==> config.mk <==
export PLATFORM = sky130hd
export DESIGN_NAME = wb_buffer
export DESIGN_NICKNAME = d
export VERILOG_FILES = /design/src/rtl/riscv_pkg.sv /design/src/rtl/wb_fwd_match.sv /design/src/rtl/wb_buffer.sv
export SDC_FILE = /design/constraint.sdc
export NUM_CORES = 1
export LEC_CHECK = 0
export BUFFER_PORTS_ARGS = -buffer_cell sky130_fd_sc_hd__buf_4
export CORE_MARGIN = 2
export CORE_UTILIZATION = 53
export CTS_CLUSTER_SIZE = 8
export DETAILED_ROUTE_END_ITERATION = 12
export GPL_TIMING_DRIVEN = 0
export PLACE_DENSITY_LB_ADDON = 0.1
export SLEW_MARGIN = 20
export SYNTH_ARGS = -nofsm -noshare
export SYNTH_HDL_FRONTEND = slang
export SYNTH_SLANG_ARGS = --single-unit
==> constraint.sdc <==
create_clock -name clk -period 5.1 [get_ports clk]
set_input_delay 1.02 -clock clk [delete_from_list [all_inputs] [get_ports clk]]
set_output_delay 1.02 -clock clk [all_outputs]
set_load 0.05 [all_outputs]
==> src/rtl/riscv_pkg.sv <==
// Shared RISC-V core types: data width, register-index width and the
// writeback-buffer entry layout.
package riscv_pkg;

  localparam int XLEN  = 32;
  localparam int REG_W = 5;

  typedef logic [REG_W-1:0] reg_idx_t;

  typedef struct packed {
    reg_idx_t          rd;
    logic [XLEN-1:0]   data;
  } wb_entry_t;

endpackage

==> src/rtl/wb_fwd_match.sv <==
// Priority match of one decode read address against the pending writeback
// entries; the youngest matching entry supplies the forwarded value.
module wb_fwd_match
  import riscv_pkg::REG_W;
#(
  parameter int DEPTH = 4,
  parameter int XLEN  = 32
) (
  input  logic [DEPTH-1:0]         i_valid,
  input  logic [DEPTH*REG_W-1:0]   i_rd,
  input  logic [DEPTH*XLEN-1:0]    i_data,
  input  logic [$clog2(DEPTH)-1:0] i_head,
  input  logic [REG_W-1:0]         i_addr,
  output logic                     o_hit,
  output logic [XLEN-1:0]          o_data
);

  localparam int PW = $clog2(DEPTH);

  logic [REG_W-1:0] w_rd   [DEPTH];
  logic [XLEN-1:0]  w_data [DEPTH];
  logic [PW-1:0]    w_idx  [DEPTH];

  genvar gi;
  generate
    for (gi = 0; gi < DEPTH; gi++) begin : g_unpack
      assign w_rd[gi]   = i_rd[gi*REG_W +: REG_W];
      assign w_data[gi] = i_data[gi*XLEN +: XLEN];
      // w_idx[k] is the slot holding the k-th oldest entry
      assign w_idx[gi]  = i_head + PW'(gi);
    end
  endgenerate

  // Walk oldest to youngest so the last match written wins.
  always_comb begin
    o_hit  = 1'b0;
    o_data = '0;
    if (i_addr != '0) begin
      for (int k = 0; k < DEPTH; k++) begin
        if (i_valid[w_idx[k]] && (w_rd[w_idx[k]] == i_addr)) begin
          o_hit  = 1'b1;
          o_data = w_data[w_idx[k]];
        end
      end
    end
  end

endmodule

==> src/rtl/wb_buffer.sv <==
// In-order writeback buffer between the pipeline and the register-file
// write port, with forwarding of pending values to the decode read ports.
module wb_buffer
  import riscv_pkg::REG_W;
#(
  parameter int DEPTH = 4,
  parameter int XLEN  = riscv_pkg::XLEN
) (
  input  logic                     clk,
  input  logic                     reset,
  input  logic                     in_valid,
  output logic                     in_ready,
  input  logic [REG_W-1:0]         in_rd,
  input  logic [XLEN-1:0]          in_data,
  input  logic                     drain_en,
  output logic                     rf_we,
  output logic [REG_W-1:0]         rf_a3,
  output logic [XLEN-1:0]          rf_wd,
  input  logic [REG_W-1:0]         A1,
  input  logic [REG_W-1:0]         A2,
  output logic                     fwd_hit1,
  output logic                     fwd_hit2,
  output logic [XLEN-1:0]          fwd_data1,
  output logic [XLEN-1:0]          fwd_data2,
  output logic [$clog2(DEPTH):0]   count,
  output logic                     empty
);

  localparam int PW = $clog2(DEPTH);
  localparam int CW = PW + 1;

  logic [PW-1:0]    r_wr_ptr;
  logic [PW-1:0]    r_rd_ptr;
  logic [CW-1:0]    r_count;
  logic [DEPTH-1:0] r_valid;
  logic [REG_W-1:0] r_rd_mem   [DEPTH];
  logic [XLEN-1:0]  r_data_mem [DEPTH];

  logic w_full;
  logic w_empty;
  logic w_push;
  logic w_pop;
  logic [DEPTH*REG_W-1:0] w_rd_flat;
  logic [DEPTH*XLEN-1:0]  w_data_flat;

  assign w_full  = (r_count == CW'(DEPTH));
  assign w_empty = (r_count == '0);
  // rd==0 beats are consumed but never stored (x0 is hardwired zero)
  assign w_push  = in_valid && !w_full && (in_rd != '0);
  assign w_pop   = !w_empty && drain_en;

  assign in_ready = !w_full;
  assign empty    = w_empty;
  assign count    = r_count;
  assign rf_we    = w_pop;
  assign rf_a3    = w_empty ? '0 : r_rd_mem[r_rd_ptr];
  assign rf_wd    = w_empty ? '0 : r_data_mem[r_rd_ptr];

  always_ff @(posedge clk or posedge reset) begin
    if (reset) begin
      r_wr_ptr <= '0;
      r_rd_ptr <= '0;
      r_count  <= '0;
      r_valid  <= '0;
    end else begin
      if (w_push) begin
        r_wr_ptr          <= r_wr_ptr + PW'(1);
        r_valid[r_wr_ptr] <= 1'b1;
      end
      if (w_pop) begin
        r_rd_ptr          <= r_rd_ptr + PW'(1);
        r_valid[r_rd_ptr] <= 1'b0;
      end
      case ({w_push, w_pop})
        2'b10:   r_count <= r_count + CW'(1);
        2'b01:   r_count <= r_count - CW'(1);
        default: r_count <= r_count;
      endcase
    end
  end

  // Payload storage is left uncleared by reset; r_valid gates its use.
  always_ff @(posedge clk) begin
    if (w_push) begin
      r_rd_mem[r_wr_ptr]   <= in_rd;
      r_data_mem[r_wr_ptr] <= in_data;
    end
  end

  genvar gi;
  generate
    for (gi = 0; gi < DEPTH; gi++) begin : g_flat
      assign w_rd_flat[gi*REG_W +: REG_W]  = r_rd_mem[gi];
      assign w_data_flat[gi*XLEN +: XLEN]  = r_data_mem[gi];
    end
  endgenerate

  wb_fwd_match #(.DEPTH(DEPTH), .XLEN(XLEN)) u_fwd1 (
    .i_valid (r_valid),
    .i_rd    (w_rd_flat),
    .i_data  (w_data_flat),
    .i_head  (r_rd_ptr),
    .i_addr  (A1),
    .o_hit   (fwd_hit1),
    .o_data  (fwd_data1)
  );

  wb_fwd_match #(.DEPTH(DEPTH), .XLEN(XLEN)) u_fwd2 (
    .i_valid (r_valid),
    .i_rd    (w_rd_flat),
    .i_data  (w_data_flat),
    .i_head  (r_rd_ptr),
    .i_addr  (A2),
    .o_hit   (fwd_hit2),
    .o_data  (fwd_data2)
  );

endmodule

Word-level counts from Yosys, hierarchy flattened
Memories as Yosys holds them, arrays and structs flattened.
Index checks and enable logic that the tools add are counted.
{ "classes": {"add_sub_neg": 6, "magnitude_cmp": 11, "n_eq_ne": 11, "mux": 63, "bitwise": 7, "reduce_logical": 20} }
{ "op_table": {"columns": ["operator", "n"], "rows": [
  ["$mux 32", 19],
  ["$bmux 32 s2", 4],
  ["$mux 5", 9],
  ["$bmux 5 s2", 4],
  ["$eq 5x5->1", 8],
  ["$mux 1", 18],
  ["$lt 2x3->1 const B", 5],
  ["$reduce_bool 5->1", 3],
  ["$logic_and 1x1->1", 13],
  ["$ge 3x3->1 const B", 4],
  ["$not 2->3", 4],
  ["$bmux 1 s2", 4],
  ["$mux 4", 2],
  ["$pmux 3 s2", 1],
  ["$add 2x1->2 const B", 2],
  ["$add 2x2->2 const B", 2],
  ["$and 4x4->4", 1],
  ["$demux 1 s2", 2],
  ["$ge 2x1->1 const B", 2],
  ["$not 4->4", 1],
  ["$or 4x4->4", 1],
  ["$add 3x1->3 const B", 1],
  ["$eq 3x3->1 const B", 1],
  ["$logic_not 3->1", 1],
  ["5 further kinds", 6]
]} }
{ "totals": {"ff_bits": 11, "mem_bits_rw": 148, "elab_cells": 124, "mem_count": 2} }
{ "mem_list": {"columns": ["memory", "depth", "width", "read_ports", "rd_ports_with_merged_regs", "wr", "line_no", "rtl"], "rows": [
  ["r_data_mem", 4, 32, 5, 0, 1, "wb_buffer.sv:37", "logic [XLEN-1:0] r_data_mem [DEPTH];"],
  ["r_rd_mem", 4, 5, 5, 0, 1, "wb_buffer.sv:36", "logic [REG_W-1:0] r_rd_mem [DEPTH];"]
]} }

Longest topological paths before layout
{ "depth": {"word_depth": 11, "depth_mapped": 18, "mapped_depth_nobuf": 11} }

Hierarchy
From an unflattened synthesis, not the netlist that was laid out.
{ "hier_totals": {"cells_unflattened": 1709, "hier_area_um2": 16967.5} }
{ "by_module_without_submodules": {"columns": ["module", "instances", "cells_each", "area_per_inst_um2", "seq_area_each_um2"], "rows": [
  ["wb_fwd_match", 2, 705, 5355.1, 0.0],
  ["wb_buffer", 1, 299, 6257.3, 4719.5]
]} }

Worst setup path before layout
No wires, ideal clock.
{ "synth_timing": {"path_kind": "reg-to-output", "start": "reg r_rd_ptr[0]", "end": "out fwd_data2[23]", "t_arrival_ns": 5.074, "t_required_ns": 4.080, "path_slack_ns": -0.994, "stages_incl_launch_ff": 19, "path_cell_list": "dfrtp_1 > buf_4 > buf_4 > buf_4 > buf_1 > buf_2 > inv_1 > ha_1 > buf_6 > buf_6 > mux4_2 > xnor2_1 > nand4_1 > o22a_1 > nor2_1 > buf_2 > buf_2 > a221oi_1 > nor3_1"} }
{ "synth_lines": {"columns": ["item", "line_no", "rtl"], "rows": [
  ["from (decl)", "wb_buffer.sv:33", "logic [PW-1:0] r_rd_ptr;"],
  ["from (signal assigned)", "wb_buffer.sv:71", "r_rd_ptr <= r_rd_ptr + PW'(1);"],
  ["to (decl)", "wb_buffer.sv:24", "output logic [XLEN-1:0] fwd_data2,"]
]} }

==> out/results.txt <==
Via count -> 9560
DP HPWL -> 23.6 mm
# port buffers -> 149
GR Overflow Total -> 0
Share of cells above drive strength 1 -> 0.611
Core area -> 21800 µm²
Final Max Tran Viols -> 0
Final net count -> 1111
# rows -> 54
Post-Place Setup Slack -> -1.29 ns
Ant diodes -> 0
Worst Tran Pin Value -> 1.12 ns
Fmax -> 190 MHz
Cell depth of the worst flop-to-flop path -> 11
Critical path peak fanout -> 5
CTS clk-pin slew, worst paths -> 0.07 ns
Vias in the first global route -> 9669
Placed Area -> 13800 µm²
Setup slack after layout -> -0.153 ns
Initial DRC count -> 1034
Final setup violating endpoints -> 46
Final Cell Area -> 16600 µm²
Crit path depth -> 16
Crit-path cells -> clkbuf_16 -> buf_12 -> clkinvlp_4 -> ha_4 -> buf_6 -> mux4_2 -> xor2_2 -> nor4_4 -> buf_4 -> nand2_8 -> buf_8 -> clkbuf_16 -> mux2_4 -> a221oi_4 -> nor3_4 -> buf_6
Clock skew -> 0.00759 ns
Critical path buffer and inverter count -> 8
Synth Instances -> 827
Slowest CP cell -> mux4_2
Fin crit share -> 1.03
Clock tree root buffer cell -> clkbuf_16
Fill cells -> 1252
Num Clock Sinks -> 159
Startpoint Class -> register
Global-route wire length before repair -> 58.1 mm
# H-tree levels -> 4
Initial antenna violation count -> 0
Yosys Warn Count -> 0
Failing checks -> setup timing
Post-synth ARST share -> 0.0692
Area of the multi-input gates -> 8290 µm²
Synthesized net count -> 888
CP required -> 4.08 ns
Register area -> 4720 µm²
Sequential cell area fraction in the yosys report -> 0.403
Synth cell types -> 46
Total wire length -> 39.0 mm
Post-detailed-route wirelength per cell -> 29.1 µm
Setup tns final -> -2.24 ns
IO Pins -> 160
Area grow syn2layout -> 41.6%
CP Capture Type -> primary output
Total GRT Usage -> 0.329
Max_slew headroom -> 0.251
Avg Synthesized Cell Area -> 14.2 µm²
Status -> finished with violations
Number of synthesized flops with an enable pin -> 148
Hold Crit Depth -> 1
CTS tree -> built
Vias per cell -> 7.12
Antenna viol nets, final -> 0
Critical Path AT -> 4.23 ns
Clock Latency Late Sink -> 0.44 ns
Yosys reg bits -> 159
Clock buffer count from CTS -> 17
CP peak stage delay -> 0.57 ns
Largest net degree at the start of global routing -> 39
Crit-path leading delay family -> buffers and inverters
Final Hold Viols -> 0
Unrepaired setup endpoints after global routing -> true
MaxCap Viol Count -> 0
Die Y-Extent -> 153 µm
First-pass DRT Iterations -> 5
Crit Path Class -> register to primary output
Clock Path Buffers -> 2
Initial Util -> 0.539
GPL Wtd Cong -> 0.891
Drc violations -> 0
Die Area -> 23300 µm²
# hold bufs at CTS -> 0
Cell Area, Synth -> 11700 µm²
Die width -> 153 µm
Period minus WS final -> 5.25 ns
Hold crit path type -> register to register
Most used DFF post-synth -> edfxtp_1
-- registers in the layout, summed over array words and instances, names as in the netlist --
register and cells:
r_valid 4, r_rd_ptr 2, r_wr_ptr 2, r_data_mem 128
r_rd_mem 20, count 3
-- area by class of cell --
| class | count | area share |
|---|---|---|
| inverter | 12 | 0.00317 |
| tap | 280 | 0.0211 |
| sequential | 159 | 0.285 |
| timing repair buffer | 211 | 0.121 |
| buffer | 79 | 0.0361 |
| clock buffer | 19 | 0.0261 |
| clock inverter | 13 | 0.00845 |
| multi-input combinational | 570 | 0.500 |
-- final timing paths --
path                       slack, ns         from       endpoint
min in group asynchronous       0.59        reset       count[2]
max in group asynchronous       4.17        reset    r_rd_ptr[1]
max                            -0.15  r_rd_ptr[1]  fwd_data1[21]
max reg2reg                     2.47  r_rd_ptr[1]    r_rd_ptr[1]
min                             0.53     count[2]       count[2]
min reg2reg                     0.53     count[2]       count[2]
-- worst reg2reg max path, cell delays in order (launching register included) --
cell,delay (ns)
dfrtp_2,0.39
clkbuf_16,0.15
buf_12,0.11
clkinvlp_4,0.12
ha_4,0.35
buf_6,0.13
buf_4,0.14
buf_4,0.26
clkbuf_4,0.33
clkbuf_2,0.39
nand2_1,0.08
o21ai_0,0.11
-- layout by cell type, fill, tap and decap left out, types with 20 or more instances in the layout --
cell	count
nor2b_1	36
buf_4	139
clkbuf_1	28
edfxtp_1	148
mux2_4	41
xnor2_1	33
buf_6	66
mux4_2	152
clkbuf_16	20
nor2_1	68
a221oi_4	51
nor3_4	49
-- routing by layer --
layer,global-route usage,routed length (µm),vias up
met1,0.443,14400,4873
met2,0.544,19700,714
li1,-,-,3869
met3,0.0597,3830,104
met5,0,0,-
met4,0.120,1140,0
-- cell families (layout without fill, tap and decap cells) --
logic type	after synthesis	in the layout	synth area share
xor gates and xnor gates	45	45	0.0336
AOI/OAI and AO/OA	87	87	0.0664
buffers and inverters	98	334	0.0379
adders and majority gates	10	10	0.0113
muxes	211	211	0.352
and+or+nand+nor	217	217	0.0959
DFF	159	159	0.403
-- cells in the mapped netlist, types with 6 or more instances --
cell type	instances	area, µm²
and2_1	8	50.1
nor2b_1	36	225
mux2_2	48	541
buf_2	16	80.1
a221oi_1	48	420
nor3_2	10	100
a221oi_2	10	150
a21oi_1	9	45.0
nand4_1	7	43.8
mux2_4	10	150
nor2_1	73	274
ha_1	9	113
mux4_2	152	3420
xnor2_1	39	342
inv_1	12	45.0
clkbuf_1	49	184
nor3_1	52	260
nand2_1	16	60.1
edfxtp_1	148	4440
buf_1	11	41.3
dfrtp_1	11	275
xor2_1	6	52.6
-- stage by stage --
stage,instances,utilization,hold WS [ns]
3_3_place_gp,1256,0.633,0.516
3_5_place_dp,1256,0.634,0.513
4_1_cts,1325,0.753,0.528
2_1_floorplan,827,-,0.549
5_1_grt,1343,0.763,0.541
6_report,1343,0.763,0.531
-- timing repair --
item	in CTS	in global routing
cloned	7	2
buffers inserted	31	26
resized for setup	298	30
endpoints found under the setup margin	66	66
pin swaps	53	64
Power is left out: the tool's default activity adds up to more than one toggle a clock period on the data nets, which glitch-free logic cannot reach.
